===== src/rtl/shift_executor.sv =====
// Multi-cycle shift/rotate unit on the receiving end of the ALU control
// decoder's shifter command stream. An operand is loaded into the shift
// register, then shifted or rotated one bit per clock. The final value drives
// the ALUOut mux (select 2'b10).
//
// Ports:
//   clk              rising-edge clock
//   reset            asynchronous, active-low; clears all state immediately
//   SHIFTER_control  command: 000 nop, 001 load, 010 sll, 011 srl, 100 sra,
//                    101 rotr, 110 rotl, 111 reserved (flagged)
//   M_SHIFTER        0: load src_a / amount=shamt; 1: load src_b / amount=LUI_AMT
//   src_a            register operand
//   src_b            zero-extended immediate operand
//   shamt            shift amount, sampled when a shift command is accepted
//   result           shift register contents
//   busy             high while a shift is in progress
//   done             one-cycle pulse when a shift completes
//   illegal_cmd      one-cycle pulse when the reserved code is seen in IDLE
module shift_executor #(
  parameter int unsigned WIDTH   = 32,
  parameter int unsigned SHAMT_W = 5,
  parameter int unsigned LUI_AMT = 16
) (
  input  logic               clk,
  input  logic               reset,
  input  logic [2:0]         SHIFTER_control,
  input  logic               M_SHIFTER,
  input  logic [WIDTH-1:0]   src_a,
  input  logic [WIDTH-1:0]   src_b,
  input  logic [SHAMT_W-1:0] shamt,
  output logic [WIDTH-1:0]   result,
  output logic               busy,
  output logic               done,
  output logic               illegal_cmd
);

  localparam logic [2:0] CMD_NOP  = 3'b000;
  localparam logic [2:0] CMD_LOAD = 3'b001;
  localparam logic [2:0] CMD_SLL  = 3'b010;
  localparam logic [2:0] CMD_SRL  = 3'b011;
  localparam logic [2:0] CMD_SRA  = 3'b100;
  localparam logic [2:0] CMD_ROTR = 3'b101;
  localparam logic [2:0] CMD_ROTL = 3'b110;
  localparam logic [2:0] CMD_ILL  = 3'b111;

  typedef enum logic [1:0] {
    ST_IDLE  = 2'b00,
    ST_SHIFT = 2'b01,
    ST_DONE  = 2'b10
  } state_t;

  state_t             state_q, state_d;
  logic [SHAMT_W-1:0] count_q, count_d;
  logic [2:0]         op_q, op_d;
  logic [2:0]         prev_cmd_q;
  logic [WIDTH-1:0]   result_q, result_d;
  logic               busy_q, busy_d;
  logic               done_q, done_d;
  logic               illegal_q, illegal_d;

  logic               is_shift_c;
  logic               accept_c;
  logic [SHAMT_W-1:0] amount_c;

  // A shift code is only accepted on a change of level, so a held command
  // never re-executes.
  assign is_shift_c = (SHIFTER_control >= CMD_SLL) && (SHIFTER_control <= CMD_ROTL);
  assign accept_c   = (state_q == ST_IDLE) && is_shift_c && (SHIFTER_control != prev_cmd_q);
  assign amount_c   = M_SHIFTER ? SHAMT_W'(LUI_AMT) : shamt;

  // State and datapath registers
  always_ff @(posedge clk or negedge reset) begin
    if (!reset) begin
      state_q    <= ST_IDLE;
      count_q    <= '0;
      op_q       <= CMD_NOP;
      prev_cmd_q <= CMD_NOP;
      result_q   <= '0;
      busy_q     <= 1'b0;
      done_q     <= 1'b0;
      illegal_q  <= 1'b0;
    end else begin
      state_q    <= state_d;
      count_q    <= count_d;
      op_q       <= op_d;
      prev_cmd_q <= SHIFTER_control;
      result_q   <= result_d;
      busy_q     <= busy_d;
      done_q     <= done_d;
      illegal_q  <= illegal_d;
    end
  end

  // Next-state, iteration count and latched operation
  always_comb begin
    state_d = state_q;
    count_d = count_q;
    op_d    = op_q;
    case (state_q)
      ST_IDLE: begin
        if (accept_c) begin
          op_d    = SHIFTER_control;
          count_d = amount_c;
          state_d = (amount_c == '0) ? ST_DONE : ST_SHIFT;
        end
      end
      ST_SHIFT: begin
        count_d = count_q - SHAMT_W'(1);
        if (count_q <= SHAMT_W'(1)) begin
          count_d = '0;
          state_d = ST_DONE;
        end
      end
      ST_DONE:  state_d = ST_IDLE;
      default:  state_d = ST_IDLE;
    endcase
  end

  // Next values of the registered outputs
  always_comb begin
    result_d  = result_q;
    if ((state_q == ST_IDLE) && (SHIFTER_control == CMD_LOAD)) begin
      result_d = M_SHIFTER ? src_b : src_a;
    end else if (state_q == ST_SHIFT) begin
      case (op_q)
        CMD_SLL:  result_d = {result_q[WIDTH-2:0], 1'b0};
        CMD_SRL:  result_d = {1'b0, result_q[WIDTH-1:1]};
        CMD_SRA:  result_d = {result_q[WIDTH-1], result_q[WIDTH-1:1]};
        CMD_ROTR: result_d = {result_q[0], result_q[WIDTH-1:1]};
        CMD_ROTL: result_d = {result_q[WIDTH-2:0], result_q[WIDTH-1]};
        default:  result_d = result_q;
      endcase
    end
    busy_d    = (state_d == ST_SHIFT);
    // Completion after shifting pulses on the edge entering DONE. A zero-amount
    // command enters DONE straight from IDLE with done still low, and pulses
    // on the following edge instead (done_q low while in DONE marks that case).
    done_d    = ((state_q == ST_SHIFT) && (state_d == ST_DONE)) ||
                ((state_q == ST_DONE) && !done_q);
    illegal_d = (state_q == ST_IDLE) && (SHIFTER_control == CMD_ILL);
  end

  assign result      = result_q;
  assign busy        = busy_q;
  assign done        = done_q;
  assign illegal_cmd = illegal_q;

endmodule


===== config.mk =====
export PLATFORM = sky130hd
export DESIGN_NAME = shift_executor
export DESIGN_NICKNAME = d
export VERILOG_FILES = /design/src/rtl/shift_executor.sv
export SDC_FILE = /design/constraint.sdc
export NUM_CORES = 1
export LEC_CHECK = 0
export BUFFER_PORTS_ARGS = -buffer_cell sky130_fd_sc_hd__buf_2
export CAP_MARGIN = 10
export CORE_ASPECT_RATIO = 1.25
export CORE_MARGIN = 8
export CORE_UTILIZATION = 50
export DETAILED_ROUTE_END_ITERATION = 10
export GPL_TIMING_DRIVEN = 0
export PLACE_DENSITY = 0.85
export SYNTH_ARGS = -nofsm -noshare
export SYNTH_HDL_FRONTEND = slang
export SYNTH_SLANG_ARGS = --single-unit

===== constraint.sdc =====
create_clock -name clk -period 2.4 [get_ports clk]
set_input_delay 0.36 -clock clk [delete_from_list [all_inputs] [get_ports clk]]
set_output_delay 0.36 -clock clk [all_outputs]
set_load 0.05 [all_outputs]

==> run metrics, run 1 <==
TNS Setup 0 ps; post-route cell area 3830 um^2; # DRC 0; Vias 2841; DRT Wirelength 8060 um; area of the multi-input gates 1730 um^2; vias per inst 5.46; number of diodes 0; total grt overflow 0; Final Critical Period 2080 ps; worst-path maximum fanout 10; Synth Flop Type dfrtp_1; Antenna Nets Post-Route 0; die area 8890 um^2; Rows 32; Starting Density 50.6%; synthesis warning total 0; Post-CTS Setup Bufs 0; gr usage total 18.7%; hold slack 240 ps; fill count 493; drt first-iter violations 96; boundary pin count 110; Crit Path Category reg2reg; Critical Path Sink Type flop; post-detailed-route wirelength per cell 15.5 um; final net count 511; Syn Std Cell Area 3060 um^2; Max-slew headroom 29.7%; pre-CTS WS 334 ps; HPWL Detailed 6310 um; first-pass GRT wire length 13300 um; die width 85.9 um; hold crit path type in2reg; Tcrit/Tclk final 86.6%; average size of a mapped cell 9.59 um^2; clk slew on worst S/H paths 90 ps; crit-path cells clkbuf_1, and3_1, nor3_2, clkbuf_1, a211o_1, o21ai_0; hold_buf cts 0; Placer Congestion 0.849; fin cells 520; sequential fraction of the synthesis area 39.3%; CP arrival 2240 ps; proportion of layout cells with a drive suffix above 1 30.8%; Mapped Cells 319; EDFF count, synth 0; pin count of the biggest net entering global routing 49; FF+latch area 1200 um^2; CTS root buf clkbuf_8; CTS tree yes; FMAX 0.481 GHz; vias in the first global route 3100; Slowest Stage Delay on Critical Path 430 ps; antenna violations before repair 0; placed cells 512; worst-case clock skew 10.1 ps; clock latency on the worst-skew pair 300 ps; CP top delay family buffers and inverters; RSZ-0062 raised after global routing no; Worst Tran Pin Value 1060 ps; CTS buffer count 5; worst path required time 2560 ps; PnR worst setup slack 323 ps; status finished, final reports clean; pwr/cell area 1560 nW/um^2; final slew viol count 0; CTS resizes 0; Yosys reg bits 48; Post-synth ARST share 100%; Fin. Hold Viols 0; cell mode on critical path clkbuf_1; cell at the slowest stage of the critical path clkbuf_1; Layout area overhead 25.3%; H-tree Lvls 2; clk buf depth 2; Placed Area 3700 um^2; DRT Pass-1 Iters 4; net count after synthesis 396; Yosys cell types 46; Core ar. 6050 um^2; # Max-Cap Violations 0; number of buffers added on ports 108; WP buf/inv 2; startpoint types flop; VDD IR max 0.000732 V; height of the chip 103 um; clock sinks 48; final setup fails 0; Leakage 1.96 nW
==> cell usage in the layout, fill, tap and decap left out, types with 2 or more instances in the layout <==
cell and n:
nand2_1 16, o22ai_1 2, a211o_1 30, nor2_1 45, clkbuf_8 7, dfrtp_1 48, mux2_2 3, a211oi_1 2
inv_1 6, nand2b_1 3, o21ai_0 32, clkbuf_1 16, a21oi_1 6, nor3_1 5, nand4b_1 2, nor2b_1 2
buf_2 115, ha_1 2, mux2i_1 64
==> sequential cells by signal (all words and copies together) (netlist names) <==
register / count
busy: 1
done: 1
state_q: 2
op_q: 3
result: 32
illegal_cmd: 1
count_q: 5
prev_cmd_q: 3
==> stage by stage <==
step                      utilization (%)  power, W
after floorplan                         -   0.00451
after global placement               61.3   0.00526
after detailed placement             61.3   0.00539
after CTS                            63.4   0.00602
after global routing                 63.4   0.00641
final                                63.4   0.00599
==> Yosys cell counts (2+ instances only) <==
cell type,instances,area [um^2]
nand2b_1,3,18.8
clkbuf_1,16,60.1
a211o_1,30,263
nor3_1,5,25.0
a21oi_1,6,30.0
inv_1,6,22.5
mux2i_1,64,641
ha_1,2,25.0
dfrtp_1,48,1200
nor2_1,45,169
o22ai_1,2,12.5
o21ai_0,32,160
buf_2,7,35.0
nor2b_1,2,12.5
nand4b_1,2,17.5
mux2_2,3,33.8
nand2_1,16,60.1
a211oi_1,2,15.0
==> cells by family after synthesis <==
family / Yosys count / share of synthesized area (%)
compound gates: 87 / 20.5
simple gates: 83 / 12.6
mux: 67 / 22.1
flops: 48 / 39.3
buf+inv: 30 / 4.21
xor+xnor: 2 / 0.573
fa+ha+maj: 2 / 0.818
==> layer usage <==
layer | wire length, um | track usage, %
met5 | 0 | 0
met4 | 100 | 5.95
met3 | 496 | 5.30
met2 | 4340 | 35.7
met1 | 3120 | 19.0
==> power by group <==
part | switching, W | internal, W
sequential | 0.000362 | 0.00119
clock | 0.000269 | 0.000368
combinational | 0.00238 | 0.00143
total | 0.00301 | 0.00298
==> final timing paths <==
kind / from / endpoint / slack, ps / cells after the start
min reg2reg: done / done / 560 / 2
min in group asynchronous: reset / result[31] / 250 / 1
max in group asynchronous: reset / result[26] / 1520 / 1
max: op_q[2] / result[9] / 320 / 6
max reg2reg: op_q[2] / result[9] / 320 / 6
min: SHIFTER_control[0] / prev_cmd_q[0] / 240 / 1
==> area by class of cell <==
class / count / share of cell area (%)
repair buffers: 108 / 14.1
flip-flops and latches: 48 / 31.4
multi-input cells: 241 / 45.1
inverters: 6 / 0.588
well taps: 85 / 2.78
plain buffers: 24 / 2.78
clock inverters: 1 / 0.784
clock buffers: 7 / 2.51
Note: power is estimated with default switching activity, not from simulation.
==> inputs of run 2 (changes only) <==
- BUFFER_PORTS_ARGS: -buffer_cell sky130_fd_sc_hd__buf_2 -> default
- CORE_UTILIZATION: 50 -> 58
- DONT_BUFFER_PORTS: default -> 1
- PLACE_DENSITY: 0.85 -> 0.79
==> run metrics, run 2 (synthesis gave the netlist of run 1 again) <==
drt first-iter violations 121 (+26%); clock sinks 48 (unchanged); CP arrival 2230 ps (about the same); status finished, final reports clean; WP buf/inv 0 (-2); CTS root buf clkbuf_8; RR Endpoint count_q[4]; die width 80.9 um (-5.8%); first-pass GRT wire length 12100 um (-8.9%); Worst Hold Depth 0 (-1); combinational power share 45.2% (-18 points); switching part of the total power 52.6% (+2.4 points); final core utilization 64.2% (+0.87 points); DRT Pass-1 Iters 5 (+1); clk buf depth 2 (unchanged); CTS buffer count 5 (unchanged); pwr/cell area 1690 nW/um^2 (+8.3%); HPWL Detailed 5610 um (-11%); Switch Pwr 0.00291 W (-3.3%); crit-path cells ha_1, o21ai_0, nand2_1, o32ai_1, a22o_2; area of the multi-input gates 1730 um^2 (unchanged); antenna violations before repair 0 (unchanged); max FFs per register 32 (unchanged); r2r setup slk 410 ps (+90 ps); number of buffers added on ports 0 (-100%); Vias 2477 (-13%); Rows 29 (-9.4%); Fin. Hold Viols 0 (unchanged); gr usage total 18.8% (+0.18 points); clock latency on the worst-skew pair 300 ps (about the same); worst-path maximum fanout 5 (-5); commonest non-fill, non-tap cell in the layout mux2i_1; Worst Hold Endpoint prev_cmd_q[0]; placed cells 381 (-26%); post-detailed-route wirelength per cell 18.9 um (+22%); DRT Wirelength 7400 um (-8.3%); height of the chip 97.2 um (-6.0%); CTS tree yes; worst hold path startpoint SHIFTER_control[0]; H-tree Lvls 2 (unchanged); hold crit path type in2reg; Crit Path Category reg2reg; boundary pin count 110 (unchanged); cell at the slowest stage of the critical path o21ai_0; Core ar. 5080 um^2 (-16%); die area 7870 um^2 (-12%); total grt overflow 0 (unchanged); TNS Setup 0 ps (unchanged); VDD IR max 0.00107 V (+46%); startpoint types flop; post-route cell area 3260 um^2 (-15%); Clk pwr share 9.1% (-1.5 points); final slew viol count 0 (unchanged); total chip power 0.00552 W (-7.8%); final setup fails 0 (unchanged); Max-slew headroom 53.6% (+24 points); vias in the first global route 2624 (-15%); vias per inst 6.34 (+16%); FF+latch area 1200 um^2 (unchanged); FMAX 0.503 GHz (+4.5%); cell depth of the worst flop-to-flop path 5 (-1); Critical Path Sink Type flop; Antenna Nets Post-Route 0 (unchanged); RSZ-0062 raised after global routing no; Leakage 1.55 nW (-21%); final net count 405 (-21%); register share of total power 45.8% (+20 points); Final Critical Period 1990 ps (-89.2 ps); Placed Area 3140 um^2 (-15%); # Max-Cap Violations 0 (unchanged); Worst Tran Pin Value 696 ps (-359 ps); worst-case clock skew 7.67 ps (-2.47 ps); Internal 0.00262 W (-12%); Post-CTS Setup Bufs 0 (unchanged); Slowest Stage Delay on Critical Path 520 ps (+90 ps); number of diodes 0 (unchanged); CP top delay family compound AO/OA/AOI/OAI gates; Placer Congestion 0.840 (-1.0%); # DRC 0 (unchanged); fill count 430 (-13%); RR Startpoint count_q[0]; commonest cells after routing, fill and taps aside 64 x mux2i_1, 48 x dfrtp_1, 45 x nor2_1; fin cells 391 (-25%); Layout area overhead 6.71%; Tcrit/Tclk final 82.8% (-3.7 points); Starting Density 60.2% (+9.6 points); proportion of layout cells with a drive suffix above 1 7.60% (-23 points); worst path required time 2640 ps (+80 ps); clk slew on worst S/H paths 90 ps (about the same); pin count of the biggest net entering global routing 49 (unchanged)
[run 2: final cells by class]
| type | instances | share of cell area [%] |
|---|---|---|
| Multi-Input combinational cell | 241 | 53.0 |
| Sequential cell | 48 | 36.8 |
| Buffer | 24 | 3.26 |
| Clock buffer | 8 | 2.76 |
| Tap cell | 62 | 2.38 |
| Timing Repair Buffer | 2 | 1.15 |
| Inverter | 6 | 0.690 |
[run 2: layer usage]
metal / track usage [%] / wire, um
met2: 32.2 / 3800
met4: 4.97 / 72
met3: 6.76 / 663
met1: 21.2 / 2860
met5: 0 / 0
[run 2: how the worst max path moves through the flow]
stage / slack, ps / from / depth (start not counted) / end
floorplan: 620 / prev_cmd_q[0] / 4 / count_q[4]
global placement: 430 / state_q[1] / 5 / result[25]
detailed placement: 420 / op_q[2] / 6 / result[25]
CTS: 420 / op_q[2] / 6 / result[25]
global route: 200 / op_q[2] / 6 / result[1]
finish: 410 / count_q[0] / 5 / count_q[4]
[run 2: power groups by stage]
stage | sequential (W) | clock (W) | combinational [W]
3_5_place_dp | 0.00256 | 0 | 0.00248
3_3_place_gp | 0.00255 | 0 | 0.00240
5_1_grt | 0.00259 | 0.000546 | 0.00282
2_1_floorplan | 0.00240 | 0 | 0.00212
6_report | 0.00253 | 0.000502 | 0.00249
4_1_cts | 0.00254 | 0.000511 | 0.00251
[run 2: worst register-to-register path: cells and delay by family (launching register included)]
kind | cells | cell delay, ps
AOI/OAI and AO/OA | 3 | 1030
DFF | 1 | 440
and+or+nand+nor | 1 | 250
adders and majority gates | 1 | 210
[run 2: metrics by stage]
stage               hold WS, ps  worst slack [ps]
floorplan                  64.4               620
global placement           66.1               432
detailed placement         66.4               420
CTS                        79.0               417
global route               66.6               197
finish                     87.9               412
[run 2: timing repair]
action / CTS / global route
setup endpoints to repair: 0 / 0
resized for setup: 0 / 0
hold buffers: 2 / 0
endpoints found under the hold margin: 48 / 0
==> inputs of run 3 (changes only) <==
- ABC_AREA: default -> 1
- PLACE_DENSITY: 0.79 -> 0.81
- clock period: 2.4 -> 1.6 ns (I/O delays scaled with it)
==> run metrics, run 3 <==
Layout area overhead 7.73%; die area 8070 um^2 (+2.6%); startpoint types flop; Worst Tran Pin Value 594 ps (-103 ps); clk buf depth 2 (unchanged); Crit Path Category reg2reg; drt first-iter violations 169 (+40%); Post-CTS Setup Bufs 0 (unchanged); placed cells 546 (+43%); TNS Setup 0 ps (unchanged); average size of a mapped cell 6.55 um^2 (-32%); fill count 524 (+22%); commonest non-fill, non-tap cell in the layout nand2_1; number of buffers added on ports 0 (unchanged); Synth area leaders dfrtp_1 38%, nand2_1 25%, nand3_1 23%; met3 GRT Util 6.83% (+0.071 points); gr usage total 22.2% (+3.4 points); r2r setup slk 100 ps (-320 ps); worst path required time 1790 ps (-850 ps); Leakage 1.80 nW (+16%); Critical Path Sink Type flop; clock sinks 48 (unchanged); clock latency on the worst-skew pair 300 ps (about the same); antenna violations before repair 0 (unchanged); hold_buf cts 5 (+3); boundary pin count 110 (unchanged); total chip power 0.00712 W (+29%); Rows 30 (+3.4%); Core ar. 5330 um^2 (+4.9%); GR Layer Usage met1 26.1% (+4.9 points); Synth Flop Type dfrtp_1; HPWL Detailed 6640 um (+18%); CTS resizes 0 (unchanged); CP arrival 1700 ps (-530 ps); VDD IR max 0.00103 V (-3.3%); Syn Std Cell Area 3160 um^2 (+3.2%); CTS tree yes; # Max-Cap Violations 0 (unchanged); cell depth of the worst flop-to-flop path 9 (+4); vias in the first global route 3125 (+19%); Post-synth ARST share 100% (unchanged); sequential fraction of the synthesis area 38.0% (-1.2 points); Max-slew headroom 60.4% (+6.8 points); FMAX 0.665 GHz (+32%); synthesis warning total 0 (unchanged); Mapped Cells 482 (+51%); post-synth top area share 38.0% (-1.2 points); height of the chip 98.5 um (+1.3%); cell taking the most area after synthesis dfrtp_1; total grt overflow 0 (unchanged); Most Crowded Layer GR met2; met2 usage in global routing 37.1% (+5.0 points); RR Startpoint state_q[1]; die width 82.0 um (+1.3%); beginning of the critical path state_q[1]; pwr/cell area 2090 nW/um^2 (+24%); final slew viol count 0 (unchanged); DRT Pass-1 Iters 4 (-1); clk slew on worst S/H paths 90 ps (about the same); DRT Wirelength 8980 um (+21%); commonest cells in the synthesized netlist 207 x nand2_1, 143 x nand3_1, 48 x dfrtp_1; first-pass GRT wire length 14600 um (+20%); # DRC 0 (unchanged); hold crit path type in2reg; number of diodes 0 (unchanged); commonest cells after routing, fill and taps aside 207 x nand2_1, 143 x nand3_1, 48 x dfrtp_1; worst setup path endpoint result[23]; final net count 571 (+41%); hold slack 101 ps (+13.3 ps); proportion of layout cells with a drive suffix above 1 9.31% (+1.7 points); Yosys cell types 25 (-46%); final setup fails 0 (unchanged); post-detailed-route wirelength per cell 16.1 um (-15%); worst-path maximum fanout 10 (+5); Vias 3165 (+28%); fin cells 558 (+43%); pre-CTS WS 74.0 ps (-347 ps); count leader, synth nand2_1; CTS root buf clkbuf_8; status finished, final reports clean; RR Endpoint result[23]; Antenna Nets Post-Route 0 (unchanged); Fin. Hold Viols 0 (unchanged); max FFs per register 32 (unchanged); vias per inst 5.67 (-10%); CTS buffer count 5 (unchanged); Tcrit/Tclk final 94.0% (+11 points); H-tree Lvls 2 (unchanged); Yosys reg bits 48 (unchanged); Final Critical Period 1500 ps (-484 ps); net count after synthesis 559 (+41%); pin count of the biggest net entering global routing 49 (unchanged); RSZ-0062 raised after global routing no; Placer Congestion 0.793 (-5.5%); Starting Density 59.2% (-0.97 points); EDFF count, synth 0 (unchanged); worst-case clock skew 12.5 ps (+4.81 ps); PnR worst setup slack 96.1 ps (-316 ps)
run 3: changes by cell type after synthesis, sizes merged, moves of 18 or more:
| cell | change |
|---|---|
| a211o | -30 |
| mux2i | -64 |
| nand3 | +143 |
| o21ai | -25 |
| buf | +18 |
| nor2 | -34 |
| nand2 | +194 |
run 3: critical path: stages, from the launching register on:
cell	delay, ps
dfrtp_1	400
inv_1	90
nand2_1	130
nor2_4	220
inv_2	120
nand2_4	100
inv_2	70
buf_6	140
nand2_1	60
nand2_1	70
run 3: final cells by class:
cell class                      instances  area (um^2)  share of cell area, %
Buffer                                 29          168                   4.93
Inverter                               22         82.6                   2.43
Timing Repair Buffer                    5         67.6                   1.99
Sequential cell                        48         1200                   35.3
Clock buffer                            7         96.3                   2.83
Tap cell                               64         80.1                   2.35
Multi-Input combinational cell        383         1710                   50.1
run 3: cells by family (layout without fill, tap and decap cells):
logic type | after synthesis | in the layout | synth area share, %
flops | 48 | 48 | 38.0
fa+ha+maj | 2 | 2 | 0.793
buf+inv | 51 | 63 | 7.93
compound gates | 9 | 9 | 1.51
simple gates | 370 | 370 | 51.2
xor+xnor | 2 | 2 | 0.555
run 3: worst min-delay path by stage:
stage / endpoint / start / cells after the start / slack [ps]
floorplan: busy / reset / 0 / -60
global placement: result[21] / reset / 0 / -50
detailed placement: result[20] / reset / 0 / -50
CTS: illegal_cmd / SHIFTER_control[1] / 2 / 90
global route: illegal_cmd / SHIFTER_control[1] / 2 / 100
finish: illegal_cmd / SHIFTER_control[1] / 2 / 100
run 3: power by group:
part / switching (W) / internal (W)
combinational: 0.00199 / 0.00117
clock: 0.000404 / 0.000386
sequential: 0.00154 / 0.00163
run 3: metrics by stage:
step / cell area (um^2) / utilization (%)
after global placement: 3240 / 60.7
final: 3400 / 63.8
after detailed placement: 3240 / 60.7
after floorplan: 3160 / -
after CTS: 3400 / 63.8
after global routing: 3400 / 63.8
run 3: routing by layer:
metal	part of all wire, %	up-vias
li1	-	1586
met4	1.6	0
met1	39	1461
met5	0	-
met3	8.7	15
met2	51	103
